**config.mk**
```make
export PLATFORM = sky130hd
export DESIGN_NAME = keypad_sync_debounce
export DESIGN_NICKNAME = d
export VERILOG_FILES = /design/src/rtl/keypad_sync_debounce.sv
export SDC_FILE = /design/constraint.sdc
export NUM_CORES = 1
export LEC_CHECK = 0
export ABC_AREA = 1
export BUFFER_PORTS_ARGS = -buffer_cell sky130_fd_sc_hd__buf_2
export CORE_AREA = 2 2 62 64
export CTS_CLUSTER_SIZE = 25
export DETAILED_ROUTE_END_ITERATION = 7
export DIE_AREA = 0 0 64 66
export GPL_ROUTABILITY_DRIVEN = 0
export PLACE_DENSITY = 0.71
export SLEW_MARGIN = 25
export SYNTH_ARGS = -nofsm -noshare
export SYNTH_HDL_FRONTEND = slang
export SYNTH_SLANG_ARGS = --single-unit
```
**constraint.sdc**
```tcl
create_clock -name int_osc -period 1.55 [get_ports int_osc]
set_clock_uncertainty 0.05 [all_clocks]
set_input_delay 0.155 -clock int_osc [delete_from_list [all_inputs] [get_ports int_osc]]
set_output_delay 0.155 -clock int_osc [all_outputs]
set_load 0.02 [all_outputs]
```
**src/rtl/keypad_sync_debounce.sv**
```systemverilog
`default_nettype none
// ============================================================================
// Module      : keypad_sync_debounce
// Description : Per-channel N-stage synchroniser and debounce counter for
//               asynchronous keypad rows, with one-cycle rise/fall pulses.
// Revision    : 1.0 - initial release
// ============================================================================
module keypad_sync_debounce #(
    parameter int   WIDTH     = 4,
    parameter int   STAGES    = 2,
    parameter int   DB_CYCLES = 8,
    parameter logic RESET_VAL = 1'b0
) (
    input  logic             int_osc,
    input  logic             reset,
    input  logic [WIDTH-1:0] async_in,
    input  logic             hold,
    output logic [WIDTH-1:0] sync_out,
    output logic [WIDTH-1:0] stable,
    output logic [WIDTH-1:0] rise,
    output logic [WIDTH-1:0] fall,
    output logic             any_stable
);

    localparam int                 c_cnt_w    = $clog2(DB_CYCLES + 1);
    localparam logic [c_cnt_w-1:0] c_cnt_last = c_cnt_w'(DB_CYCLES - 1);

    generate
        if (STAGES < 2 || DB_CYCLES < 1) begin : g_param_check
            $error("keypad_sync_debounce: STAGES must be >= 2 and DB_CYCLES >= 1");
        end
    endgenerate

    logic [WIDTH-1:0]   r_sync [STAGES];
    logic [c_cnt_w-1:0] r_cnt  [WIDTH];
    logic [WIDTH-1:0]   r_stable;
    logic [WIDTH-1:0]   r_rise;
    logic [WIDTH-1:0]   r_fall;

    // The chain keeps shifting during hold so sync_out never goes stale.
    always_ff @(posedge int_osc) begin
        if (!reset) begin
            for (int s = 0; s < STAGES; s++) begin
                r_sync[s] <= {WIDTH{RESET_VAL}};
            end
        end else begin
            r_sync[0] <= async_in;
            for (int s = 1; s < STAGES; s++) begin
                r_sync[s] <= r_sync[s-1];
            end
        end
    end

    assign sync_out = r_sync[STAGES-1];

    always_ff @(posedge int_osc) begin
        if (!reset) begin
            r_stable <= {WIDTH{RESET_VAL}};
            r_rise   <= '0;
            r_fall   <= '0;
            for (int i = 0; i < WIDTH; i++) begin
                r_cnt[i] <= '0;
            end
        end else begin
            r_rise <= '0;
            r_fall <= '0;
            if (!hold) begin
                for (int i = 0; i < WIDTH; i++) begin
                    if (sync_out[i] == r_stable[i]) begin
                        r_cnt[i] <= '0;
                    end else if (r_cnt[i] == c_cnt_last) begin
                        // Counter never passes DB_CYCLES-1, so no wrap is possible.
                        r_stable[i] <= sync_out[i];
                        r_cnt[i]    <= '0;
                        r_rise[i]   <= sync_out[i];
                        r_fall[i]   <= ~sync_out[i];
                    end else begin
                        r_cnt[i] <= r_cnt[i] + 1'b1;
                    end
                end
            end
        end
    end

    assign stable     = r_stable;
    assign rise       = r_rise;
    assign fall       = r_fall;
    assign any_stable = |r_stable;

endmodule
`default_nettype wire
```
* Word-level counts from Yosys, hierarchy flattened
Memories as Yosys holds them, arrays and structs flattened.
Cells that the tools add are included.
** Storage, ports and cells
- Input port bits :: 7
- Memories :: 2
- Bits in registers :: 12
- ROM bits :: 0
- Bits in latches :: 0
- Output and inout bits :: 17
- Memory bits (writable) :: 24
** Memory list
- r_cnt :: words 4, bits a word 4, rd ports 4, clocked after memory_dff 0, write ports 4, RTL line 35 : logic [c_cnt_w-1:0] r_cnt [WIDTH];
- r_sync :: words 2, bits a word 4, rd ports 2, clocked after memory_dff 0, write ports 2, RTL line 34 : logic [WIDTH-1:0] r_sync [STAGES];
** Operators by class
- $add $sub $neg :: 4
- Reductions and logical operators :: 9
- $mul :: 0
- Order comparisons :: 0
- Equal/unequal tests :: 8
- Shifts and indexed selects :: 0
- Multiplexer cells :: 72
- Bitwise operators :: 28
- Divide/modulo/power cells :: 0
** Operators by type and width (number)
- $mux W1 :: 58
- $mux W4 :: 14
- $reduce_or A4 Y1 :: 5
- $add A4 B1 Y4 const B :: 4
- $eq A4 B3 Y1 const B :: 4
- $not A1 Y1 :: 14
- $or A1 B1 Y1 :: 14
- $reduce_and A3 Y1 :: 4
- $eq A1 B1 Y1 :: 4

* Depth between registers and ports, before layout
Gate-level depths: netlist (run 1).
- Depth in word-level cells :: 8
- Depth in mapped cells :: 7
- Mapped depth without buffers :: 7

* Least setup slack after synthesis (run 1)
OpenSTA, ideal clock, no wires.
- Path type :: flip-flop to flip-flop
- Start :: memory r_cnt[1][0] in the netlist's numbering
- End :: memory r_cnt[1][3] in the netlist's numbering (data pin)
- Data arrival time :: 0.988 ns
- Data required time :: 1.245 ns
- Stages on the path, launching flop included :: 7
- Period minus slack after synthesis :: 1.293 ns
- Path slack :: 0.257 ns
- Path through :: edfxtp_1 ha_1 nand2_1 nor2_1 nor2_1 nand2_1 nor2_1
** RTL lines (RTL line)
- from (decl) :: 35

* Final worst setup path (run 1)
- Start :: register r_stable[2] (netlist: stable[2])
- End :: output any_stable
** Between the ends
- Cells in the longest elaborated chain, start to end :: 1
** Ends and longest elaborated chain
- from (decl) :: RTL line 36 : logic [WIDTH-1:0] r_stable;
- from (signal assigned) :: RTL line 58 : r_stable <= {WIDTH{RESET_VAL}};
- from (signal, indexed assignment) :: RTL line 73 : r_stable[i] <= sync_out[i];
- $reduce_or A4 Y1 :: RTL line 88 : assign any_stable = |r_stable;
- to (decl) :: RTL line 22 : output logic any_stable
No other way between the ends.

==> results.txt, run 1 <==
Simple-Gate Fraction of Synth Area - 22.2%
DRT Pass-1 Iters - 4
initial antenna violation count - 0
Mapped Nets - 180
total gr overflow - 0
n_diodes - 0
die span in y - 66 um
total of max-cap violations - 0
Inserted Clock Buffers - 5
largest net degree at the start of global routing - 14
Synth Area in XOR/XNOR - 5.17%
Initial DRC Count - 26
IO Port Bufs - 23
WL/cell - 9.71 um
status - completed
sequential fraction of the synthesis area - 57.8%
Setup crit start - stable[2]
Layout area overhead - 19.1%
cell count after synthesis - 169
Die X - 64 um
Worst EP arrival - 1.11 ns
multi-input logic area - 482 um2
Crit path largest cell delay - 0.41 ns
CP bufs+invs - 2
most frequent cells in the layout - 32 x inv_1, 31 x nand2_1, 27 x nor2_1, 23 x buf_2, 20 x dfxtp_1
Reg-to-Reg Start - r_cnt[2][0]
Crit-path slowest cell - dfxtp_1
worst skew pair latency - 0.33 ns
number of fill cells - 346
distinct cell type count after synthesis - 16
most common cell after layout, fill and taps aside - inv_1
Slew HR - 86.8%
vias in the first global route - 1014
CORE AREA - 3550 um2
Total Routing Usage GR - 13.6%
Residual DRC - 0
clock-pin slew of the registers on the worst-case setup and hold paths - 0.10 ns
CP cell instances - inv_1 -> nand4_1 -> buf_2
Final Hold Viols - 0
kind of critical path - register to primary output
Pins Over Slew Limit - 0
RSZ-0062 raised after global routing - false
antenna-violating nets left - 0
wirelength, routed - 2450 um
Final #Nets - 215
hold_ws - 0.106 ns
Max VDD drop - 0.000524 V
register area - 881 um2
clk sinks - 36
Via density - 4.32
# IOs - 24
Final Power - 1.69 mW
crit-path leading delay family - flip-flops
layout cells sized above 1 - 20.1%
mapped cell area - 1520 um2
Synth Register Bits - 36
post-synthesis compound-gate area fraction - 0.985%
post_cts resized - 0
Max Clk Rate - 758 MHz
Avg Cell Area, Syn - 9.02 um2
first-pass GRT wire length - 4260 um
Clock H-tree levels - 2
period utilization - 85.1%
multiplexer area fraction after synthesis - 0%
die area - 4220 um2
largest family of logic cells by synthesized area - simple AND/OR/NAND/NOR gates
Via Count - 1089
Crit. End Element - primary output
setup_tns - 0 ns
hold_sp - hold
Yosys warnings - 0
Adder-Cell Fraction of Synth Area - 3.28%
Worst Hold Class - input port to register
Worst-Margin Slew - 0.198 ns
CP max FO - 5
hpwl dp - 1830 um
PwrDens - 930 nW/um2
Starting Density - 42.9%
CTS Root Cell - clkbuf_4
Tmin final - 1.32 ns
Worst EP required - 1.34 ns
CP Launch Type - register
leakage dissipation - 0.940 nW
CTS tree - yes
Longest Clk Path Bufs - 2
final setup vio count - 0
row cnt - 22
## Yosys cell counts
cell type  instances  area (um2)
inv_1             32         120
nand2_1           31         116
nor2_1            27         101
dfxtp_1           20         400
edfxtp_1          16         480
nand3_1           12        60.1
nand4_1            5        31.3
xor2_1             5        43.8
buf_4              4        30.0
ha_1               4        50.1
xnor2_1            4        35.0
a21oi_1            3        15.0
inv_2              2        7.51
nor2_4             2        22.5
clkbuf_1           1        3.75
nand2_2            1        6.26
## flip-flops by register name, summed over array words and instances (netlist names)
| signal | count |
|---|---|
| fall | 4 |
| r_cnt | 16 |
| r_sync | 8 |
| rise | 4 |
| stable | 4 |
## what timing repair did
item / 4_1_cts / 5_1_grt
setup buffers: 0 / 0
hold buffers: 4 / 0
hold endpoints to repair: 4 / 0
## metrics by stage
step	instance area, um2	utilization [%]	cells	setup slack, ns
floorplan	1520	-	169	0.257
global placement	1710	48.2	241	0.297
detailed placement	1710	48.2	241	0.257
CTS	1820	51.1	252	0.208
global route	1820	51.1	252	0.124
finish	1820	51.1	252	0.230
## worst min-delay path: stages
cell	delay, ns
buf_2	0.13
nor2_1	0.08
nand2_1	0.06
nor2_1	0.03
## cell type report
cell class	instances	share of cell area, %
tap	48	3.31
timing repair buffer	33	11.0
inverter	34	7.03
sequential	36	48.5
multi-input combinational	94	26.5
clock buffer	7	3.58
## cell families (layout without fill, tap and decap cells)
group | count (synthesis) | after routing
AOI/OAI and AO/OA | 3 | 3
xor gates and xnor gates | 9 | 9
adders and majority gates | 4 | 4
buffers and inverters | 39 | 74
DFF | 36 | 36
and+or+nand+nor | 78 | 78
## layer usage
metal	track usage [%]	part of all wire [%]	vias up
met4	6.52	2.1	0
met2	22.5	46	21
met3	4.77	4.9	5
met5	0	0	-
met1	15.7	47	476
li1	-	-	587
## where the power goes
part | total (mW) | internal [mW] | switching, mW
logic | 0.104 | 0.0437 | 0.0604
clock network | 0.543 | 0.257 | 0.286
registers | 1.04 | 1.02 | 0.0214
total | 1.69 | 1.32 | 0.368
## path summary, 6_finish.rpt
| check | to | slack (ns) | depth (start not counted) |
|---|---|---|---|
| setup / recovery | any_stable | 0.23 | 3 |
| hold / removal | fall[0] | 0.11 | 4 |
| setup reg to reg | r_cnt[2][1] | 0.24 | 6 |
| hold reg to reg | r_sync[0][5] | 0.37 | 2 |
Note: power is estimated with default switching activity, not from simulation.
==> inputs of run 2 (changes only) <==
CORE_AREA = 4 4 64 66   (was 2 2 62 64)
DIE_AREA = 0 0 68 70   (was 0 0 64 66)
==> results.txt, run 2 (same netlist as run 1, synthesis figures left out) <==
Placement Setup Slack - 0.248 ns (was 0.257 ns)
worst setup margin - 0.209 ns (was 0.230 ns)
leakage dissipation - 0.929 nW (was 0.940 nW)
Total Routing Usage GR - 12.4% (was 13.6%)
CP cell instances - inv_1 -> nand4_1 -> buf_2 (unchanged)
Clk pwr share - 28.4% (was 32.2%)
Residual DRC - 0 (unchanged)
share of power burned in registers - 65.1% (was 61.7%)
worst skew pair latency - 0.33 ns (about the same)
multi-input logic area - 482 um2 (unchanged)
Worst Hold Class - input port to register (unchanged)
Final Hold Viols - 0 (unchanged)
Max VDD drop - 0.000529 V (was 0.000524 V)
Post-CTS Repair Setup Buffers - 0 (unchanged)
WL/cell - 9.55 um (was 9.71 um)
clk sinks - 36 (unchanged)
number of fill cells - 359 (was 346)
final setup vio count - 0 (unchanged)
Pins Over Slew Limit - 0 (unchanged)
CP Launch Type - register (unchanged)
Crit-path slowest cell - dfxtp_1 (unchanged)
placed cells - 241 (unchanged)
status - completed (unchanged)
period utilization - 86.5% (was 85.1%)
Starting Density - 42.6% (was 42.9%)
Max Clk Rate - 746 MHz (was 758 MHz)
largest net degree at the start of global routing - 14 (unchanged)
CP max FO - 5 (unchanged)
initial antenna violation count - 0 (unchanged)
wirelength, routed - 2420 um (was 2450 um)
DRT Pass-1 Iters - 4 (unchanged)
first-pass GRT wire length - 4360 um (was 4260 um)
top layer in use - met4 (unchanged)
die area - 4760 um2 (was 4220 um2)
PwrDens - 888 nW/um2 (was 930 nW/um2)
RSZ-0062 raised after global routing - false (unchanged)
Die X - 68 um (was 64 um)
vias in the first global route - 1027 (was 1014)
Final #Nets - 215 (unchanged)
Longest Clk Path Bufs - 2 (unchanged)
clock-pin slew of the registers on the worst-case setup and hold paths - 0.10 ns (about the same)
CORE AREA - 3580 um2 (was 3550 um2)
Via Count - 1061 (was 1089)
Top reg by flops - r_cnt (unchanged)
crit-path leading delay family - flip-flops (unchanged)
number of flip-flops in the largest register - 16 (unchanged)
Tmin final - 1.34 ns (was 1.32 ns)
Crit. End Element - primary output (unchanged)
die span in y - 70 um (was 66 um)
most common cell after layout, fill and taps aside - inv_1 (unchanged)
Net Sw Power - 360 uW (was 368 uW)
Final Power - 1.60 mW (was 1.69 mW)
antenna-violating nets left - 0 (unchanged)
Crit path largest cell delay - 0.43 ns (was 0.41 ns)
row cnt - 22 (unchanged)
Inserted Clock Buffers - 5 (unchanged)
CTS Root Cell - clkbuf_4 (unchanged)
Initial DRC Count - 44 (was 26)
Worst EP arrival - 1.14 ns (was 1.11 ns)
internal power - 1.24 mW (was 1.32 mW)
# IOs - 24 (unchanged)
CTS tree - yes (unchanged)
met3 wire length - 118 um (was 119 um)
switching share of power - 22.6% (was 21.8%)
register area - 881 um2 (unchanged)
layout cells sized above 1 - 19.0% (was 20.1%)
IO Port Bufs - 23 (unchanged)
biggest regs - r_cnt x16, r_sync x8 (unchanged)
Clock H-tree levels - 2 (unchanged)
met2 wire length - 948 um (was 1130 um)
Worst-Margin Slew - 0.194 ns (was 0.198 ns)
Slew HR - 87.0% (was 86.8%)
kind of critical path - register to primary output (unchanged)
hpwl dp - 1780 um (was 1830 um)
total gr overflow - 0 (unchanged)
most frequent cells in the layout - 32 x inv_1, 31 x nand2_1, 27 x nor2_1, 23 x buf_2, 20 x dfxtp_1 (unchanged)
Via density - 4.19 (was 4.32)
Layout area overhead - 18.1% (was 19.1%)
n_diodes - 0 (unchanged)
total of max-cap violations - 0 (unchanged)
setup_tns - 0 ns (unchanged)
fin cells - 253 (was 252)
Worst EP required - 1.34 ns (about the same)
logic gate share of total power - 6.4% (was 6.2%)
CP bufs+invs - 2 (unchanged)
DRT met1 WL - 1260 um (was 1150 um)
## run 2: through the flow
step                hold slack (ns)  area, um2  util, %
detailed placement            0.292       1710     47.8
global route                  0.132       1800     50.3
CTS                           0.109       1800     50.3
floorplan                     0.203       1520        -
finish                        0.122       1800     50.3
global placement              0.284       1710     47.8
## run 2: worst paths after layout
check                                   from           end  slack (ns)  cells after the start
worst max-delay path               stable[1]    any_stable        0.21                      3
worst min register to register  r_sync[0][3]  r_sync[0][7]        0.37                      2
worst max register to register   r_cnt[2][0]   r_cnt[2][1]        0.26                      6
worst min-delay path                    hold       fall[0]        0.12                      4
## run 2: cell type report
class / instances / area share [%]
clock buffers: 7 / 2.50
clock inverters: 1 / 0.209
inverters: 34 / 7.09
multi-input cells: 94 / 26.8
flip-flops and latches: 36 / 49.0
well taps: 48 / 3.34
repair buffers: 33 / 11.1
## run 2: metal layers
layer  global-route usage, %  vias up
met5                       0        -
met4                    8.61        0
met3                    3.38        8
met2                    16.4       24
met1                    17.0      443
li1                        -      586
## run 2: tightest hold or removal path, cell delays in order
cell and delay [ns]:
buf_2 0.14, nor2_1 0.08, nand2_1 0.06, nor2_1 0.03
## run 2: power by group through the flow
stage / combinational, mW / clock (mW) / sequential (mW)
2_1_floorplan: 0.0692 / 0 / 1.06
3_3_place_gp: 0.0956 / 0 / 1.06
3_5_place_dp: 0.0959 / 0 / 1.06
4_1_cts: 0.104 / 0.478 / 1.04
5_1_grt: 0.120 / 0.527 / 1.05
6_report: 0.103 / 0.454 / 1.04
## run 2: timing repair
item | CTS | global route
endpoints found under the hold margin | 4 | 0
gates resized for setup | 0 | 0
hold buffers | 4 | 0
setup endpoints to repair | 0 | 0
